`src/rtl/adc_trigger_capture.sv`:
```
// Single-channel trigger capture behind the AD7928 controller: channel filter, decimation,
// pre-trigger circular buffer and trigger-aligned readout.
module adc_trigger_capture #(
  parameter int DW = 12,
  parameter int AW = 8
) (
  input  logic          clk,
  input  logic          rst,
  input  logic          in_valid,
  input  logic [2:0]    in_addr,
  input  logic [DW-1:0] in_data,
  input  logic [2:0]    ch_sel,
  input  logic [7:0]    dec,
  input  logic [DW-1:0] trig_level,
  input  logic          trig_edge,
  input  logic [AW-1:0] pre_len,
  input  logic          arm,
  input  logic          abort,
  input  logic          force_trig,
  input  logic          rd_en,
  output logic          busy,
  output logic          armed,
  output logic          done,
  output logic [DW-1:0] rd_data,
  output logic          rd_valid,
  output logic          rd_last,
  output logic [2:0]    dbg_state
);

  localparam int DEPTH = 1 << AW;
  localparam logic [AW:0] DEPTH_W  = {1'b1, {AW{1'b0}}};
  localparam logic [AW:0] LAST_IDX = {1'b0, {AW{1'b1}}};

  localparam logic [2:0] S_IDLE  = 3'd0;
  localparam logic [2:0] S_PRE   = 3'd1;
  localparam logic [2:0] S_ARMED = 3'd2;
  localparam logic [2:0] S_POST  = 3'd3;
  localparam logic [2:0] S_DONE  = 3'd4;

  // Handshakes: in_valid qualifies in_addr/in_data for exactly one cycle and cannot be
  // stalled; rd_en is a request whose rd_data/rd_valid answer arrives one cycle later.
  logic [2:0]    r_state;
  logic [2:0]    r_ch_sel;
  logic [7:0]    r_dec;
  logic [DW-1:0] r_level;
  logic          r_edge;
  logic [AW-1:0] r_pre_len;
  logic [AW-1:0] r_wp;
  logic [AW-1:0] r_start;
  logic [AW:0]   r_idx;
  logic [7:0]    r_dec_cnt;
  logic [AW-1:0] r_pre_cnt;
  logic [AW:0]   r_post_cnt;
  logic          r_prev_valid;
  logic [DW-1:0] r_prev;
  logic          r_force_pend;
  logic [DW-1:0] r_rd_data;
  logic          r_rd_valid;
  logic          r_rd_last;
  logic [DW-1:0] r_mem [DEPTH];

  logic          w_capturing;
  logic          w_accept;
  logic          w_store;
  logic          w_level_hit;
  logic          w_trigger;
  logic [AW:0]   w_post_target;
  logic [AW:0]   w_post_next;
  logic [AW-1:0] w_pre_next;
  logic [AW-1:0] w_rd_addr;
  logic          w_rd_fire;

  assign w_capturing   = (r_state == S_PRE) || (r_state == S_ARMED) || (r_state == S_POST);
  assign w_accept      = in_valid && (in_addr == r_ch_sel) && w_capturing;
  assign w_store       = w_accept && (r_dec_cnt == 8'd0);
  assign w_level_hit   = r_prev_valid &&
                         (r_edge ? ((r_prev > r_level) && (in_data <= r_level))
                                 : ((r_prev < r_level) && (in_data >= r_level)));
  assign w_trigger     = w_store && (r_state == S_ARMED) && (r_force_pend || w_level_hit);
  assign w_post_target = DEPTH_W - {1'b0, r_pre_len};
  assign w_post_next   = r_post_cnt + (AW+1)'(1);
  assign w_pre_next    = r_pre_cnt + AW'(1);
  assign w_rd_addr     = r_start + r_idx[AW-1:0];
  assign w_rd_fire     = rd_en && (r_state == S_DONE) && !r_idx[AW];

  assign busy      = w_capturing;
  assign armed     = (r_state == S_ARMED);
  assign done      = (r_state == S_DONE);
  assign rd_data   = r_rd_data;
  assign rd_valid  = r_rd_valid;
  assign rd_last   = r_rd_last;
  assign dbg_state = r_state;

  always_ff @(posedge clk) begin
    if (w_store && !abort) r_mem[r_wp] <= in_data;
  end

  always_ff @(posedge clk or posedge rst) begin
    if (rst) begin
      r_state      <= S_IDLE;
      r_ch_sel     <= '0;
      r_dec        <= '0;
      r_level      <= '0;
      r_edge       <= 1'b0;
      r_pre_len    <= '0;
      r_wp         <= '0;
      r_start      <= '0;
      r_idx        <= '0;
      r_dec_cnt    <= '0;
      r_pre_cnt    <= '0;
      r_post_cnt   <= '0;
      r_prev_valid <= 1'b0;
      r_prev       <= '0;
      r_force_pend <= 1'b0;
      r_rd_data    <= '0;
      r_rd_valid   <= 1'b0;
      r_rd_last    <= 1'b0;
    end else begin
      r_rd_valid <= w_rd_fire;
      r_rd_last  <= w_rd_fire && (r_idx == LAST_IDX);
      if (w_rd_fire) begin
        r_rd_data <= r_mem[w_rd_addr];
        r_idx     <= r_idx + (AW+1)'(1);
      end

      if (abort) begin
        r_state      <= S_IDLE;
        r_force_pend <= 1'b0;
      end else if (arm && ((r_state == S_IDLE) || (r_state == S_DONE))) begin
        r_ch_sel     <= ch_sel;
        r_dec        <= dec;
        r_level      <= trig_level;
        r_edge       <= trig_edge;
        r_pre_len    <= pre_len;
        r_dec_cnt    <= '0;
        r_pre_cnt    <= '0;
        r_post_cnt   <= '0;
        r_idx        <= '0;
        r_prev_valid <= 1'b0;
        r_force_pend <= 1'b0;
        r_state      <= (pre_len != '0) ? S_PRE : S_ARMED;
      end else begin
        if (w_accept) r_dec_cnt <= (r_dec_cnt == r_dec) ? 8'd0 : r_dec_cnt + 8'd1;
        if (w_store) begin
          r_wp <= r_wp + AW'(1);
          if (r_state != S_POST) begin
            r_prev       <= in_data;
            r_prev_valid <= 1'b1;
          end
        end
        case (r_state)
          S_PRE: begin
            if (w_store) begin
              r_pre_cnt <= w_pre_next;
              if (w_pre_next == r_pre_len) r_state <= S_ARMED;
            end
          end
          S_ARMED: begin
            // The trigger sample is post sample 1, so a one-sample post window ends here.
            if (w_trigger) begin
              r_force_pend <= 1'b0;
              r_start      <= r_wp - r_pre_len;
              r_post_cnt   <= (AW+1)'(1);
              r_state      <= (w_post_target == (AW+1)'(1)) ? S_DONE : S_POST;
            end else if (force_trig) begin
              r_force_pend <= 1'b1;
            end
          end
          S_POST: begin
            if (w_store) begin
              r_post_cnt <= w_post_next;
              if (w_post_next == w_post_target) r_state <= S_DONE;
            end
          end
          default: ;
        endcase
      end
    end
  end

endmodule
```
`config.mk`:
```
export PLATFORM = sky130hd
export DESIGN_NAME = adc_trigger_capture
export DESIGN_NICKNAME = d
export VERILOG_FILES = /design/src/rtl/adc_trigger_capture.sv
export SDC_FILE = /design/constraint.sdc
export NUM_CORES = 2
export LEC_CHECK = 0
export ABC_AREA = 1
export BUFFER_PORTS_ARGS = -buffer_cell sky130_fd_sc_hd__buf_2
export CORE_UTILIZATION = 25
export DETAILED_ROUTE_END_ITERATION = 10
export HOLD_SLACK_MARGIN = 0.12
export PLACE_DENSITY_LB_ADDON = 0.08
export SLEW_MARGIN = 20
export SYNTH_ARGS = -nofsm -noshare
export SYNTH_HDL_FRONTEND = slang
export SYNTH_SLANG_ARGS = --single-unit
```
`constraint.sdc`:
```
create_clock -name clk -period 5.45 [get_ports clk]
set_input_delay 1.635 -clock clk [delete_from_list [all_inputs] [get_ports clk]]
set_output_delay 1.635 -clock clk [all_outputs]
set_load 0.02 [all_outputs]
```
==> impl_summary.txt <==
----------------------------------------------------
[Status]
  Result of the run ... complete, no violations

[Timing]
  Count of final setup violators ... 0
  PnR worst setup slack ... 0.428 ns
  Post-route clock period utilization ... 0.921
  Final-layout setup total negative slack ... 0 ns
  Max-slew violations ... 0
  RSZ-0062 raised after global routing ... false
  Worst-Margin Slew ... 1.11 ns
  Clk_skew ... 0.0783 ns
  Number of failing hold endpoints at the final stage ... 0
  Top achievable clock speed ... 199 MHz
  Post-layout minimum cycle time ... 5.02 ns
  Slew HR ... 0.263

[Cells and area]
  Sequential cell area ... 0.0951 mm2
  Share of cells above drive strength 1 ... 0.0991
  Filler instances ... 54096
  Area grow syn2layout ... 17.6%
  Area taken by multi-input logic gates ... 0.0332 mm2
  Post-route non-filler standard cell count ... 19242
  Post-route cell area ... 0.155 mm2
  Final net count ... 12040

[Drt]
  Routed vias ... 88724
  Number of design rule violations left after detail routing ... 0
  Pre-antenna DRT Iters ... 5
  Average vias per placed instance ... 4.61
  Violation count after the first detailed-routing iteration ... 7991
  Total wire length after detailed routing ... 488000 um
  Per-cell routed wire length ... 25.3 um
  Antenna viol nets, final ... 0

[Placed design]
  Port bufs ... 73
  Post-Place Cells ... 18513
  Setup slack at placement ... 0.459 ns
  Placer congestion estimate ... 0.802
  Total cell area at the placement stage ... 0.143 mm2
  Final HPWL from detailed placement ... 287000 um

[Logic synthesis]
  Net count after synthesis ... 11783
  Cell taking the most area after synthesis ... edfxtp_1
  Most frequently used flop master after synthesis ... edfxtp_1
  Synthesized instance count ... 11677
  Sequential-to-total area share from yosys stat ... 0.721
  Share of synthesized registers carrying an async set or reset ... 0.0355
  Number of register bits inferred by synthesis ... 3185
  Number of distinct standard cells referenced by the synthesized netlist ... 44
  EDFF count, synth ... 3072
  Area share of the largest cell type after synthesis ... 0.699
  Top cells by area in the synthesized netlist ... edfxtp_1 70%, nor2_1 7.9%, o21ai_0 5.4%, nand2_1 5.4%, nand3_1 3.6%
  Synth Area per Inst ... 11.3 um2
  Post-synthesis instance area ... 0.132 mm2
  Warnings, synthesis ... 0

[Run]
  Max-cap check violation count ... 0

[CTS]
  PostCTS Resize Cnt ... 0
  H-Tree Level Count ... 5
  Clock tree buffer depth ... 4
  Buffers inserted during post-CTS setup optimization ... 0
  CTS tree ... yes
  CTS clock-pin slew for the worst setup and hold paths ... 0.06 ns
  Clock Latency Late Sink ... 1.02 ns
  TritonCTS Sinks ... 3185
  Total clock buffers created by CTS ... 387
  Hold bufs inserted after CTS ... 0
  Clock root buffer master ... clkbuf_16

[Global routing]
  Largest net degree at the start of global routing ... 141
  GRT met1 Usage ... 0.257
  Antenna violations before repair ... 52
  Met2 demand-to-capacity share in global routing ... 0.291
  GRT busiest layer ... met2
  Vias in the first global route ... 88213
  First-pass GRT wire length ... 686000 um
  Grt total ovfl ... 0
  Global routing met3 resource utilization ... 0.0215
  All-Layer GR Usage ... 0.179

[Floorplan]
  Die width ... 728 um
  Area inside the core boundary ... 0.525 mm2
  Effective utilization at floorplan ... 0.251
  Cell Rows ... 266
  Die span in y ... 728 um
  I/O Pins ... 74
  Total Die Area ... 0.531 mm2

[Power]
  Leakage power figure ... 54.2 nW
  Final Power ... 0.0726 W
  Highest ir drop seen on vdd ... 0.000448 V
  Power per Cell Area ... 468 mW/mm2

[Worst hold path]
  Cells on Worst Hold Path ... 2
  Worst hold-check path type ... register to register

[Worst setup path]
  Critical path endpoint category ... register
  FF-to-FF path depth ... 16
  Crit Path Class ... register to register
  Type of element launching the critical path ... register
  Required @ worst endpoint ... 6.37 ns
  Maximum fanout along the worst path ... 40
  Arrival time at the worst endpoint ... 5.94 ns

----------------------------------------------------
cells by family (layout without fill, tap and decap cells):
group	after synthesis	count (layout)	synth area share
compound gates	1759	1759	0.0678
xor+xnor	38	38	0.00252
fa+ha+maj	52	52	0.00505
buf+inv	929	1510	0.0301
flops	3185	3185	0.721
mux	11	11	0.000939
other cells	0	16	0
simple gates	5703	5703	0.173
stage by stage:
stage | hold slack (ns) | utilization
after floorplan | 0.443 | -
after global placement | 0.467 | 0.272
after detailed placement | 0.470 | 0.272
after CTS | 0.491 | 0.295
after global routing | 0.519 | 0.295
final | 0.488 | 0.296
layout make-up:
type / instances / share of cell area
clock inverter: 237 / 0.0118
inverter: 203 / 0.00516
clock buffer: 476 / 0.0661
sequential: 3185 / 0.613
multi-input combinational: 7563 / 0.214
timing repair buffer: 594 / 0.0342
antenna: 16 / 0.000258
tap: 6968 / 0.0562
routing by layer:
layer | up-vias | share of wire
met5 | - | 0
met4 | 0 | 0.018
met3 | 466 | 0.043
met2 | 1891 | 0.46
met1 | 45158 | 0.47
li1 | 41209 | -
flip-flops by register name, indices dropped and copies added (netlist names):
signal	flops
r_pre_cnt	8
dbg_state	3
r_prev	12
r_pre_len	8
r_edge	1
r_dec	8
r_dec_cnt	8
rd_valid	1
r_mem	3072
rd_last	1
r_post_cnt	9
r_level	12
r_force_pend	1
r_start	8
r_prev_valid	1
r_wp	8
rd_data	12
r_ch_sel	3
r_idx	9
worst max-delay path, stage by stage, from the launching register on:
cell,delay (ns)
dfrtp_1,0.47
ha_4,0.21
fa_4,0.93
inv_8,0.50
buf_12,0.31
buf_4,0.40
buf_4,0.21
o21ai_0,0.07
o21ai_0,0.40
nand2_1,0.13
nand3_1,0.11
nand3_1,0.15
nand3_1,0.23
nand3_1,0.11
nand3_1,0.24
nand3_1,0.13
nand2_1,0.09
cell usage in the layout (no fill, tap or decap), types with 7 or more instances in the layout:
cell type,instances
dfrtp_1,113
nand2_1,1884
ha_1,49
or2_2,26
nand3_1,944
mux2_2,11
nor3_1,10
inv_16,8
inv_1,195
nand2_2,10
clkbuf_1,78
o21ai_0,1434
buf_4,448
inv_6,7
clkinvlp_4,10
o21ai_1,234
buf_12,73
xor2_1,26
bufinv_16,23
buf_2,61
o211ai_1,28
nor2_1,2773
edfxtp_1,3072
diode_2,16
nand3_4,8
clkbuf_16,398
nand4_1,23
o22ai_1,17
clkinv_1,101
clkinv_2,85
a21oi_1,29
buf_8,12
worst paths after layout:
kind / startpoint / end / slack, ns
worst max-delay path: r_idx[0] / rd_data[2] / 0.43
worst min-delay path: r_prev_valid / r_prev_valid / 0.49
worst max register to register: r_idx[0] / rd_data[2] / 0.43
worst min register to register: r_prev_valid / r_prev_valid / 0.49
max in group asynchronous: rst / r_dec_cnt[6] / 3.65
min in group asynchronous: rst / r_level[5] / 0.84
report_power, final:
part	internal (W)	switching (W)	total (W)
clock network	0.0144	0.0107	0.0251
registers	0.0271	0.000380	0.0274
logic	0.00534	0.0147	0.0201
total	0.0468	0.0258	0.0726
cells in the mapped netlist (2+ instances only):
master / number
inv_1: 199
xnor2_1: 8
edfxtp_1: 3072
o22ai_1: 17
dfrtp_1: 113
nand3_1: 952
xor2_1: 30
buf_6: 4
nor3_1: 15
inv_2: 3
nand2_2: 4
o211ai_1: 28
buf_1: 98
o21bai_1: 5
ha_1: 50
o21a_1: 3
nor3b_1: 2
or2_2: 26
o21ai_1: 234
clkbuf_1: 336
a21oi_1: 29
mux2_2: 11
buf_2: 250
o21ai_0: 1434
nor3_4: 2
or4_1: 2
buf_4: 38
nand4_1: 23
fa_1: 2
a22oi_1: 3
nand2_1: 1894
nor2_1: 2775
a21o_1: 2
nand3b_1: 3
Power figures use the tool's default switching activity.
